`config.mk`:
```
export PLATFORM = sky130hd
export DESIGN_NAME = multi_key_filter
export DESIGN_NICKNAME = d
export VERILOG_FILES = /design/src/rtl/multi_key_filter.sv
export SDC_FILE = /design/constraint.sdc
export NUM_CORES = 1
export LEC_CHECK = 0
export ABC_AREA = 1
export CAP_MARGIN = 20
export CORE_UTILIZATION = 50
export CTS_BUF_LIST = sky130_fd_sc_hd__clkbuf_8
export DETAILED_ROUTE_END_ITERATION = 8
export GPL_TIMING_DRIVEN = 0
export PLACE_DENSITY = 0.66
export SLEW_MARGIN = 20
export SYNTH_ARGS = -nofsm -noshare
export SYNTH_HDL_FRONTEND = slang
export SYNTH_SLANG_ARGS = --single-unit
```
`constraint.sdc`:
```
create_clock -name Clk -period 2.1 [get_ports Clk]
set_input_delay 0.525 -clock Clk [delete_from_list [all_inputs] [get_ports Clk]]
set_output_delay 0.525 -clock Clk [all_outputs]
set_load 0.05 [all_outputs]
```
`src/rtl/multi_key_filter.sv`:
```
// Per-channel key debouncer: 2-flop sync, IDLE/DB_DOWN/HELD/DB_UP FSM, press/release/long-press pulses.
// Press and release pulses land DEBOUNCE_CYC+3 edges after a stable level change; no backpressure, pulses are fire-and-forget.
module multi_key_filter #(
    parameter int N_KEYS       = 4,
    parameter int DEBOUNCE_CYC = 1_000,
    parameter int LONG_CYC     = 50_000_000,
    parameter int CNT_W        = 26
) (
    input  logic              Clk,
    input  logic              Reset_n,
    input  logic [N_KEYS-1:0] key,
    output logic [N_KEYS-1:0] key_state,
    output logic [N_KEYS-1:0] key_press,
    output logic [N_KEYS-1:0] key_release,
    output logic [N_KEYS-1:0] key_long,
    output logic              key_flag
);

    typedef enum logic [1:0] {IDLE, DB_DOWN, HELD, DB_UP} state_t;

    localparam logic [CNT_W-1:0] DB_LAST   = CNT_W'(DEBOUNCE_CYC - 1);
    localparam logic [CNT_W-1:0] LONG_LAST = CNT_W'(LONG_CYC - 1);
    localparam logic [CNT_W-1:0] CNT_ONE   = CNT_W'(1);

    logic [N_KEYS-1:0] sync1_q;
    logic [N_KEYS-1:0] ks_q;
    logic              key_flag_q;

    // Synchronizer idles high so a reset never looks like a press.
    always_ff @(posedge Clk or negedge Reset_n) begin
        if (!Reset_n) begin
            sync1_q <= '1;
            ks_q    <= '1;
        end else begin
            sync1_q <= key;
            ks_q    <= sync1_q;
        end
    end

    for (genvar g = 0; g < N_KEYS; g++) begin : g_ch
        state_t           state_q, state_d;
        logic [CNT_W-1:0] dcnt_q, dcnt_d;
        logic [CNT_W-1:0] lcnt_q, lcnt_d;
        logic             long_done_q, long_done_d;
        logic             level_q, level_d;
        logic             press_q, press_d;
        logic             release_q, release_d;
        logic             long_q, long_d;

        always_ff @(posedge Clk or negedge Reset_n) begin
            if (!Reset_n) begin
                state_q     <= IDLE;
                dcnt_q      <= '0;
                lcnt_q      <= '0;
                long_done_q <= 1'b0;
                level_q     <= 1'b1;
                press_q     <= 1'b0;
                release_q   <= 1'b0;
                long_q      <= 1'b0;
            end else begin
                state_q     <= state_d;
                dcnt_q      <= dcnt_d;
                lcnt_q      <= lcnt_d;
                long_done_q <= long_done_d;
                level_q     <= level_d;
                press_q     <= press_d;
                release_q   <= release_d;
                long_q      <= long_d;
            end
        end

        always_comb begin
            state_d     = state_q;
            dcnt_d      = dcnt_q;
            lcnt_d      = lcnt_q;
            long_done_d = long_done_q;
            level_d     = level_q;
            press_d     = 1'b0;
            release_d   = 1'b0;
            long_d      = 1'b0;
            unique case (state_q)
                IDLE: begin
                    if (!ks_q[g]) begin
                        state_d = DB_DOWN;
                        dcnt_d  = '0;
                    end
                end
                DB_DOWN: begin
                    if (ks_q[g]) begin
                        state_d = IDLE;
                        dcnt_d  = '0;
                    end else if (dcnt_q == DB_LAST) begin
                        state_d     = HELD;
                        level_d     = 1'b0;
                        press_d     = 1'b1;
                        lcnt_d      = '0;
                        long_done_d = 1'b0;
                    end else begin
                        dcnt_d = dcnt_q + CNT_ONE;
                    end
                end
                HELD: begin
                    // A release bounce wins over the long-press check; lcnt is kept for the return.
                    if (ks_q[g]) begin
                        state_d = DB_UP;
                        dcnt_d  = '0;
                    end else if (!long_done_q) begin
                        if (lcnt_q == LONG_LAST) begin
                            long_d      = 1'b1;
                            long_done_d = 1'b1;
                        end else begin
                            lcnt_d = lcnt_q + CNT_ONE;
                        end
                    end
                end
                DB_UP: begin
                    if (!ks_q[g]) begin
                        state_d = HELD;
                        dcnt_d  = '0;
                    end else if (dcnt_q == DB_LAST) begin
                        state_d   = IDLE;
                        level_d   = 1'b1;
                        release_d = 1'b1;
                    end else begin
                        dcnt_d = dcnt_q + CNT_ONE;
                    end
                end
                default: state_d = IDLE;
            endcase
        end

        assign key_state[g]   = level_q;
        assign key_press[g]   = press_q;
        assign key_release[g] = release_q;
        assign key_long[g]    = long_q;
    end

    always_ff @(posedge Clk or negedge Reset_n) begin
        if (!Reset_n) key_flag_q <= 1'b0;
        else          key_flag_q <= |(key_press | key_release);
    end

    assign key_flag = key_flag_q;

endmodule

```
After elaboration in Yosys (flattened, before gate mapping)
Index checks and enable logic that the tools add are counted.
Operators by class
  muxes and demuxes: 144
  bitwise logic cells: 1
  reduce and logical (&&, ||, !) cells: 33
  equality and inequality tests: 64
  add/sub/neg operators: 8
Operators by type and width (count)
  26-bit two-way mux: 40
  26-bit case mux with 4 select lines: 4
  26-bit by 1-bit adder with 26-bit output, second input constant: 8
  26-bit case mux with 2 select lines: 4
  26-bit by 10-bit equality test with 1-bit output, second input constant: 4
  26-bit equality test, second input constant: 4
  2-bit != test, second input constant: 36
  1-bit two-way mux: 60
  2-bit two-way mux: 24
  2-bit case mux with 4 select lines: 4
  4-bit AND reduction: 8
  3-bit != test, second input constant: 8
  6-bit AND reduction: 4
  5-bit AND reduction: 4
  2-bit equality test, second input constant: 8
  1-bit case mux with 2 select lines: 8
  2-bit nonzero test: 8
  2-bit by 1-bit equality test with 1-bit output, second input constant: 4
  2-bit zero test: 4
  2-bit AND reduction: 4
  4-bit OR: 1
  4-bit OR reduction: 1
Word-level totals
  word-level logic and storage cells: 285
  flip-flop bits (word level): 245
  bits of input ports: 6
  output and inout port bits: 17

Logic depth before layout (Yosys ltp)
Gate-level depths: netlist of run 1.
  depth after elaboration: 5
  mapped depth: 12
  mapped depth without buffers: 12

Worst setup path before layout of run 1
OpenSTA, ideal clock, no wires.
  path type: reg-to-reg
  from: reg g_ch[1].lcnt_q[0]
  to: reg g_ch[1].lcnt_q[16]
  arrival: 1.675 ns
  slack: 0.308 ns
  clock period less this slack: 1.792 ns
  path buffers: 1
  cell stages (with the launch flop): 12
  data required time: 1.983 ns
  setup time: 0.117 ns
  path through: dfrtp_1 -> ha_1 -> nand2_1 -> nor2_4 -> nand2_2 -> nor2_1 -> nand3_1 -> nand2_1 -> nand2_2 -> buf_2 -> nand3_1 -> nand2_1
Between the ends
  cells in the longest elaborated chain, start to end: 5
  elaborated cells between the ends (all ways): 8
  classes of those cells: 1 x add/sub; 2 x eq/ne; 4 x mux; 1 x reduce/logical
RTL lines
  from (decl): line 43  | logic [CNT_W-1:0] lcnt_q, lcnt_d;
  from (signal assigned): line 63  | lcnt_q <= lcnt_d;
  26-bit by 1-bit adder with 26-bit output: line 112  | lcnt_d = lcnt_q + CNT_ONE;
  26-bit two-way mux: line 108  | if (lcnt_q == LONG_LAST) begin
  26-bit two-way mux: line 107  | end else if (!long_done_q) begin
  26-bit two-way mux: line 104  | if (ks_q[g]) begin
  26-bit case mux with 2 select lines: line 81  | unique case (state_q)
Several ways; a longest one is shown, not always the timed one. The select of a mux whose other input is x is not followed.
A chain may end at the register's enable or synchronous reset.

Worst setup path in the final report of run 1
  from: reg g_ch[2].press_q
  to: out key_press[2]
RTL lines
  from (decl): line 46  | logic press_q, press_d;
  from (signal assigned): line 66  | press_q <= press_d;
  to (decl): line 13  | output logic [N_KEYS-1:0] key_press,
No word-level cell between the ends.

==> reports/metrics.yaml, run 1 <==
floorplan:
  chipWidth_um: 183
  die_area_sq_um: 33400
  initial_core_util_pct: 51.3
  floorplan.core_area_sq_um: 31900
  placement_rows: 65
  io_pins: 23
  die_y_um: 183
global_route:
  maximum_number_of_pins_on_one_net_before_global_route_repair: 97
  grt_use_met1_pct: 37.4
  grt_antenna_before_repair: 0
  gr-usage-met2_pct: 41.6
  global_route_wire_length_before_repair_um: 73000
  grt_usage_pct: 26.3
  gr_layer_usage_met3_pct: 3.20
  grt_remaining_overflow: 0
  first_global_vias: 15100
  gr-max-usage-layer: "met2"
worst_setup_path:
  biggest_cell_delay_along_the_critical_path_ns: 0.44
  critPathLaunchType: "flip-flop"
  regToRegSetupSlack_ns: 0.13
  timing.critical_path.cells: "buf_4, clkdlybuf4s15_2"
  type_of_destination_of_the_critical_path: "primary output"
  worst-endpoint-arrival_ns: 1.52
  critical_path_peak_fanout: 2
  crit_required_ns: 1.57
  slowest_cp_cell: "sky130_fd_sc_hd__dfrtp_1"
  path_type_of_the_worst_setup_path: "flip-flop to primary output"
placed_design:
  gp_congestion: 0.966
  detailedPlacementHpwl_um: 30800
  instance_area_at_placement_sq_um: 17200
  placedCellCount: 2999
  port_buffer_count: 22
power_and_ir_drop:
  power_frac_comb_pct: 12.6
  swShare_pct: 28.6
  worst_ir_drop_vdd_v: 0.000793
  totalPowerFinal_mw: 11.7
  leakagePower_nw: 8.36
  total_net_switching_power_mw: 3.33
  power_frac_clock_pct: 45.1
  power_density_nw_per_um2: 628
  internal_power_mw: 8.33
  power.share.sequential_pct: 42.3
final_layout:
  ff_latch_area_sq_um: 6150
  area_delta_synth_final_pct: 13.6
  finalInstanceArea_sq_um: 18600
  fillerInstances: 3110
  instances_no_fill: 3102
  multi_input_comb_area_sq_um: 9040
  nNetsFinal: 2645
  antennaDiodeCount: 0
  drive_above_1_share_pct: 8.66
synthesis:
  syn_area_per_cell_sq_um: 6.44
  synthFlopType: "sky130_fd_sc_hd__dfrtp_1"
  count_of_flip_flops_with_a_built_in_enable_after_synthesis: 0
  synth.yosys.seq_area_share_pct: 37.6
  yosys-top-cells-area: "sky130_fd_sc_hd__dfrtp_1 36%, sky130_fd_sc_hd__nand2_1 20%, sky130_fd_sc_hd__nor2_1 11%, sky130_fd_sc_hd__nand3_1 7.8%, sky130_fd_sc_hd__inv_1 5.9%"
  ys_ff_latch: 245
  synth_top_area_cell: "sky130_fd_sc_hd__dfrtp_1"
  synth.top_cell.area_share_pct: 35.7
  synth_cell_type_count: 39
  syn-num-nets: 2554
  mappedNetlistArea_sq_um: 16400
  synth_async_sr_flop_share_pct: 100
  synthesis.instances: 2540
  synth-warning-count: 0
cts:
  cts_tree: "done"
  clock_tree.htree_level_count: 2
  clock-root-buffer: "sky130_fd_sc_hd__clkbuf_8"
  cts.path.max_buffers: 3
  tritoncts.num_buffers: 44
  clock_latency_ns: 0.61
  cts.sinks: 245
  clk_transition_reported_paths_ns: 0.06
sta:
  report.final.hold_viol_count: 0
  final_max_slew_viol_count: 0
  tightestPinTransition_ns: 0.901
  period_minus_slack_ns: 2.04
  hold-worst-slack_ns: 0.326
  max_freq_mhz: 490
  max-slew-margin-rel_pct: 39.4
  period_share_pct: 97.3
  finalSetupViolations: 0
  fin_worst_skew_ns: 0.0256
route:
  post-route-drc-count: 0
  drt_iter0_drc: 1223
  detailroute.via_count: 16200
  drtAntennaViolNets: 0
  first_pass_iters: 5
  routed_wirelength_um: 42500
  drt-vias-per-instance: 5.21
  route.detailed.wl_per_inst_um: 13.7
worst_hold_path:
  holdCritPathClass: "primary input to flip-flop"
job:
  maxCapViolations: 0
outcome:
  run_status: "completed"
-- worst paths after layout --
check / from / to / depth (start not counted)
max in group asynchronous: Reset_n / g_ch[1].lcnt_q[0]$_DFFE_PN0P_ / 3
worst max register to register: g_ch[3].lcnt_q[0]$_DFFE_PN0P_ / g_ch[3].lcnt_q[5]$_DFFE_PN0P_ / 11
min in group asynchronous: Reset_n / g_ch[3].dcnt_q[19]$_DFFE_PN0P_ / 2
worst max-delay path: g_ch[2].press_q$_DFF_PN0_ / key_press[2] / 2
worst min-delay path: key[2] / sync1_q[2]$_DFF_PN1_ / 1
worst min register to register: sync1_q[3]$_DFF_PN1_ / ks_q[3]$_DFF_PN1_ / 0
-- per-stage QoR --
stage / setup slack [ns] / util [%] / setup TNS (ns)
6_report: 0.0572 / 58.3 / 0
2_1_floorplan: 0.308 / - / 0
3_5_place_dp: -0.158 / 53.9 / -8.61
3_3_place_gp: -10.29 / 53.7 / -2478.41
4_1_cts: 0.00113 / 57.4 / 0
5_1_grt: -0.0112 / 58.3 / -0.0112
-- final cells by class --
| type | instances | share of cell area (%) |
|---|---|---|
| multi-input cells | 1971 | 48.6 |
| flip-flops and latches | 245 | 33.1 |
| inverters | 263 | 5.31 |
| clock buffers | 56 | 4.15 |
| well taps | 435 | 2.93 |
| repair buffers | 45 | 2.26 |
| plain buffers | 61 | 2.13 |
| clock inverters | 26 | 1.47 |
-- power by group through the flow --
stage | Sequential (mW) | Combinational [mW] | Clock (mW)
6_report | 4.93 | 1.48 | 5.26
3_5_place_dp | 4.99 | 1.38 | 0
3_3_place_gp | 5.00 | 1.34 | 0
2_1_floorplan | 4.97 | 0.889 | 0
4_1_cts | 4.92 | 1.40 | 5.44
5_1_grt | 4.94 | 1.65 | 5.62
-- placed cells by master (no fill, tap or decap), drive strengths merged, types with 4 or more instances in the layout --
cell | Yosys | final
buf | 39 | 67
nor3 | 38 | 38
nor2 | 486 | 486
clkbuf | 22 | 79
dfstp | 12 | 12
clkdlybuf4s50 | 0 | 4
nand3 | 258 | 258
clkdlybuf4s15 | 0 | 9
nor3b | 5 | 5
inv | 262 | 273
xnor2 | 12 | 12
nor4 | 6 | 6
dfrtp | 233 | 233
ha | 8 | 8
xor2 | 48 | 48
nand4 | 87 | 87
bufinv | 0 | 6
a21oi | 33 | 33
clkinv | 1 | 7
o211ai | 10 | 10
o21ai | 62 | 62
nand3b | 5 | 5
o21bai | 22 | 22
nand2 | 883 | 883
-- cells in the mapped netlist, types with 10 or more instances --
master	count
sky130_fd_sc_hd__clkbuf_1	22
sky130_fd_sc_hd__nor2_1	472
sky130_fd_sc_hd__o211ai_1	10
sky130_fd_sc_hd__buf_2	10
sky130_fd_sc_hd__a21oi_1	30
sky130_fd_sc_hd__o21ai_0	57
sky130_fd_sc_hd__xnor2_1	12
sky130_fd_sc_hd__dfstp_2	12
sky130_fd_sc_hd__nand3_1	255
sky130_fd_sc_hd__nor3_1	37
sky130_fd_sc_hd__inv_1	256
sky130_fd_sc_hd__buf_4	20
sky130_fd_sc_hd__o21bai_1	22
sky130_fd_sc_hd__nand4_1	87
sky130_fd_sc_hd__nand2_1	873
sky130_fd_sc_hd__dfrtp_1	233
sky130_fd_sc_hd__xor2_1	47
-- critical path: cells and delay by family (launching register included) --
family	cells	cell delay, ns
buffers and inverters	2	0.49
flip-flops	1	0.44
-- sequential cells by signal (all words and copies together), names as in the netlist, named ones only --
signal	count
g_ch.press_q	4
sync1_q	4
g_ch.level_q	4
g_ch.long_q	4
g_ch.state_q	4
g_ch.long_done_q	4
key_flag	1
g_ch.release_q	4
g_ch.lcnt_q	104
ks_q	4
g_ch.dcnt_q	104
-- cells by family after synthesis --
group,after synthesis,synth area share (%)
buf+inv,324,8.39
simple gates,1769,45.3
compound gates,134,4.83
xor+xnor,60,3.26
fa+ha+maj,8,0.612
flops,245,37.6
-- per-layer routing --
layer | vias to the layer above | routed length (um)
met3 | 73 | 2270
met1 | 7430 | 20400
met2 | 422 | 19000
li1 | 8246 | -
met5 | - | 0
met4 | 0 | 895
-- what timing repair did --
item / CTS / global route
pin swaps: 3 / 8
gates resized for setup: 68 / 47
hold buffers: 1 / 0
buffers inserted: 4 / 16
endpoints found under the setup margin: 121 / 146
hold endpoints to repair: 57 / 0
No activity file was read; power rests on OpenSTA's default activity.
==> run 2, diff against run 1 <==
- REMOVE_ABC_BUFFERS: not set -> 1
==> run 2 against run 1 <==
  * Final cell count is 1.2% lower
  * First-iteration DRC count is 1.3% lower
  * Largest power group is now sequential cells
  * Via count hardly changed
  * Flip-flop and latch count stayed put
  * Critical path depth is 1 lower
  * Cell area hardly changed
  * Sequential power is 0.8% higher
  * Core utilization hardly changed
  * Register-to-register slack worse by 0.05 ns
  * Highest routed layer unchanged
==> reports/metrics.yaml, run 2 (same netlist as run 1, synthesis figures left out) <==
outcome:
  run_status: "completed"
final_layout:
  nNetsFinal: 2607  # -1.4%
  final_cell_mix: "863 x sky130_fd_sc_hd__nand2_1, 455 x sky130_fd_sc_hd__nor2_1, 262 x sky130_fd_sc_hd__inv_1"
  finalInstanceArea_sq_um: 18600  # about the same
  top_regs: "g_ch.dcnt_q (104), g_ch.lcnt_q (104)"
  area_delta_synth_final_pct: 13.6  # about the same
  drive_above_1_share_pct: 8.56  # -0.11 points
  antennaDiodeCount: 0  # unchanged
  final_core_util_pct: 58.3  # about the same
  layout_commonest_cell: "sky130_fd_sc_hd__nand2_1"
floorplan:
  io_pins: 23  # unchanged
  die_y_um: 183  # unchanged
  placement_rows: 65  # unchanged
  floorplan.core_area_sq_um: 31900  # unchanged
  initial_core_util_pct: 51.3  # unchanged
  chipWidth_um: 183  # unchanged
  die_area_sq_um: 33400  # unchanged
worst_setup_path:
  biggest_cell_delay_along_the_critical_path_ns: 0.55  # +0.11 ns
  worst-endpoint-arrival_ns: 1.50  # -0.02 ns
  critPathBufInv: 1  # -1
  path_type_of_the_worst_setup_path: "flip-flop to primary output"
  critical_path_peak_fanout: 2  # unchanged
  cp_top_delay_family: "flip-flops"
  slowest_cp_cell: "sky130_fd_sc_hd__dfstp_2"
  crit_required_ns: 1.57  # about the same
  worst_r2r_path_depth: 9  # -2
  type_of_destination_of_the_critical_path: "primary output"
  timing.critical_path.cells: "clkdlybuf4s15_2"
  regToRegStartpoint: "ks_q[1]$_DFF_PN1_"
  critPathLaunchType: "flip-flop"
  regToRegSetupSlack_ns: 0.08  # -0.05 ns
  reg2reg_to: "g_ch[1].dcnt_q[23]$_DFFE_PN0P_"
worst_hold_path:
  hold_end: "ks_q[3]$_DFF_PN1_"
  timing.hold.worst_path_depth: 0  # -1
  min_delay_src: "sync1_q[3]$_DFF_PN1_"
  holdCritPathClass: "flip-flop to flip-flop"
placed_design:
  instance_area_at_placement_sq_um: 16800  # -2.1%
  detailedPlacementHpwl_um: 28400  # -7.8%
  port_buffer_count: 22  # unchanged
  post-place-ws_ns: -1.03  # -0.874 ns
  gp_congestion: 0.934  # -3.4%
global_route:
  maximum_number_of_pins_on_one_net_before_global_route_repair: 91  # -6.2%
  gr-max-usage-layer: "met2"
  first_global_vias: 15400  # +2.2%
  grt_antenna_before_repair: 0  # unchanged
  grt_use_met1_pct: 34.9  # -2.5 points
  gr-usage-met2_pct: 42.2  # +0.67 points
  grt_remaining_overflow: 0  # unchanged
  gr_layer_usage_met3_pct: 3.51  # +0.32 points
  global_route_wire_length_before_repair_um: 72300  # -0.87%
  grt_usage_pct: 26.0  # -0.35 points
sta:
  max_freq_mhz: 495  # +1.1%
  final_max_slew_viol_count: 0  # unchanged
  period_share_pct: 96.2  # -1.0 points
  finalSetupViolations: 0  # unchanged
  tightestPinTransition_ns: 0.815  # -0.0860 ns
  report.final.hold_viol_count: 0  # unchanged
  max-slew-margin-rel_pct: 45.6  # +6.2 points
  final_critical_path_setup_slack_ns: 0.0790  # +0.0218 ns
  period_minus_slack_ns: 2.02  # -0.0218 ns
  fin_worst_skew_ns: 0.0250  # -0.000661 ns
route:
  drt_iter0_drc: 1207  # -1.3%
  route.detailed.wl_per_inst_um: 13.9  # +1.5%
  post-route-drc-count: 0  # unchanged
  routed_wirelength_um: 42600  # +0.25%
  first_pass_iters: 5  # unchanged
  drt-vias-per-instance: 5.27  # +1.1%
  detailroute.via_count: 16200  # -0.093%
  drtAntennaViolNets: 0  # unchanged
cts:
  cts.sinks: 245  # unchanged
  clock_latency_ns: 0.58  # -0.03 ns
  tritoncts.num_buffers: 45  # +2.3%
  clock_tree.htree_level_count: 2  # unchanged
  clk_transition_reported_paths_ns: 0.06  # about the same
  cts_tree: "done"
  clock-root-buffer: "sky130_fd_sc_hd__clkbuf_8"
  cts.path.max_buffers: 3  # unchanged
job:
  maxCapViolations: 0  # unchanged
power_and_ir_drop:
  leakagePower_nw: 8.25  # -1.4%
  power_density_nw_per_um2: 624  # -0.58%
  worst_ir_drop_vdd_v: 0.000454  # -43%
==> run 2: report_power, final <==
part           internal, mW  leakage [nW]  switching (mW)
registers              4.82          3.35           0.149
clock network          2.75         0.557            2.11
logic                 0.528          4.34            1.25
total                  8.10          8.25            3.50
==> run 2: cell type report <==
| type | instances | area (sq um) |
|---|---|---|
| Inverter | 263 | 1020 |
| Fill cell | 3149 | 13300 |
| Tap cell | 435 | 544 |
| Timing Repair Buffer | 56 | 594 |
| Sequential cell | 245 | 6160 |
| Clock inverter | 22 | 121 |
| Multi-Input combinational cell | 1978 | 9260 |
| Timing Repair inverter | 4 | 22.5 |
| Clock buffer | 62 | 853 |
==> run 2: layer usage <==
layer	vias up	part of all wire [%]
li1	8189	-
met1	7467	47
met2	394	46
met3	106	4.7
met4	0	3.1
met5	-	0
==> run 2: what timing repair did <==
action                     4_1_cts  5_1_grt
pin swaps                       11        6
hold buffers                     1        0
gates cloned                     9        2
buffers inserted                18       12
hold endpoints to repair        55        0
setup endpoints to repair      208      145
gates resized for setup         75       49
==> run 2: worst max-delay path by stage <==
stage	to	startpoint	cells after the start	slack, ns
final	key_state[1]	g_ch[1].level_q$_DFFE_PN1P_	1	0.08
after floorplan	g_ch[2].lcnt_q[17]$_DFFE_PN0P_	g_ch[2].state_q[0]$_DFFE_PN0P_	7	-0.03
after global routing	g_ch[1].dcnt_q[23]$_DFFE_PN0P_	ks_q[1]$_DFF_PN1_	9	-0.01
after detailed placement	g_ch[0].dcnt_q[11]$_DFFE_PN0P_	ks_q[0]$_DFF_PN1_	9	-1.03
after CTS	g_ch[2].dcnt_q[8]$_DFFE_PN0P_	ks_q[2]$_DFF_PN1_	6	0.01
after global placement	g_ch[1].dcnt_q[7]$_DFFE_PN0P_	Reset_n	1	-10.34
==> run 2: stage by stage <==
step	cells	hold WS [ns]	power [mW]	TNS, ns
floorplan	2479	0.229	5.73	-0.781
global placement	2936	0.346	6.17	-2574.65
detailed placement	2939	0.348	6.25	-76.16
CTS	3051	0.313	11.6	0
global route	3065	0.331	12.1	-0.0149
finish	3065	0.356	11.6	0
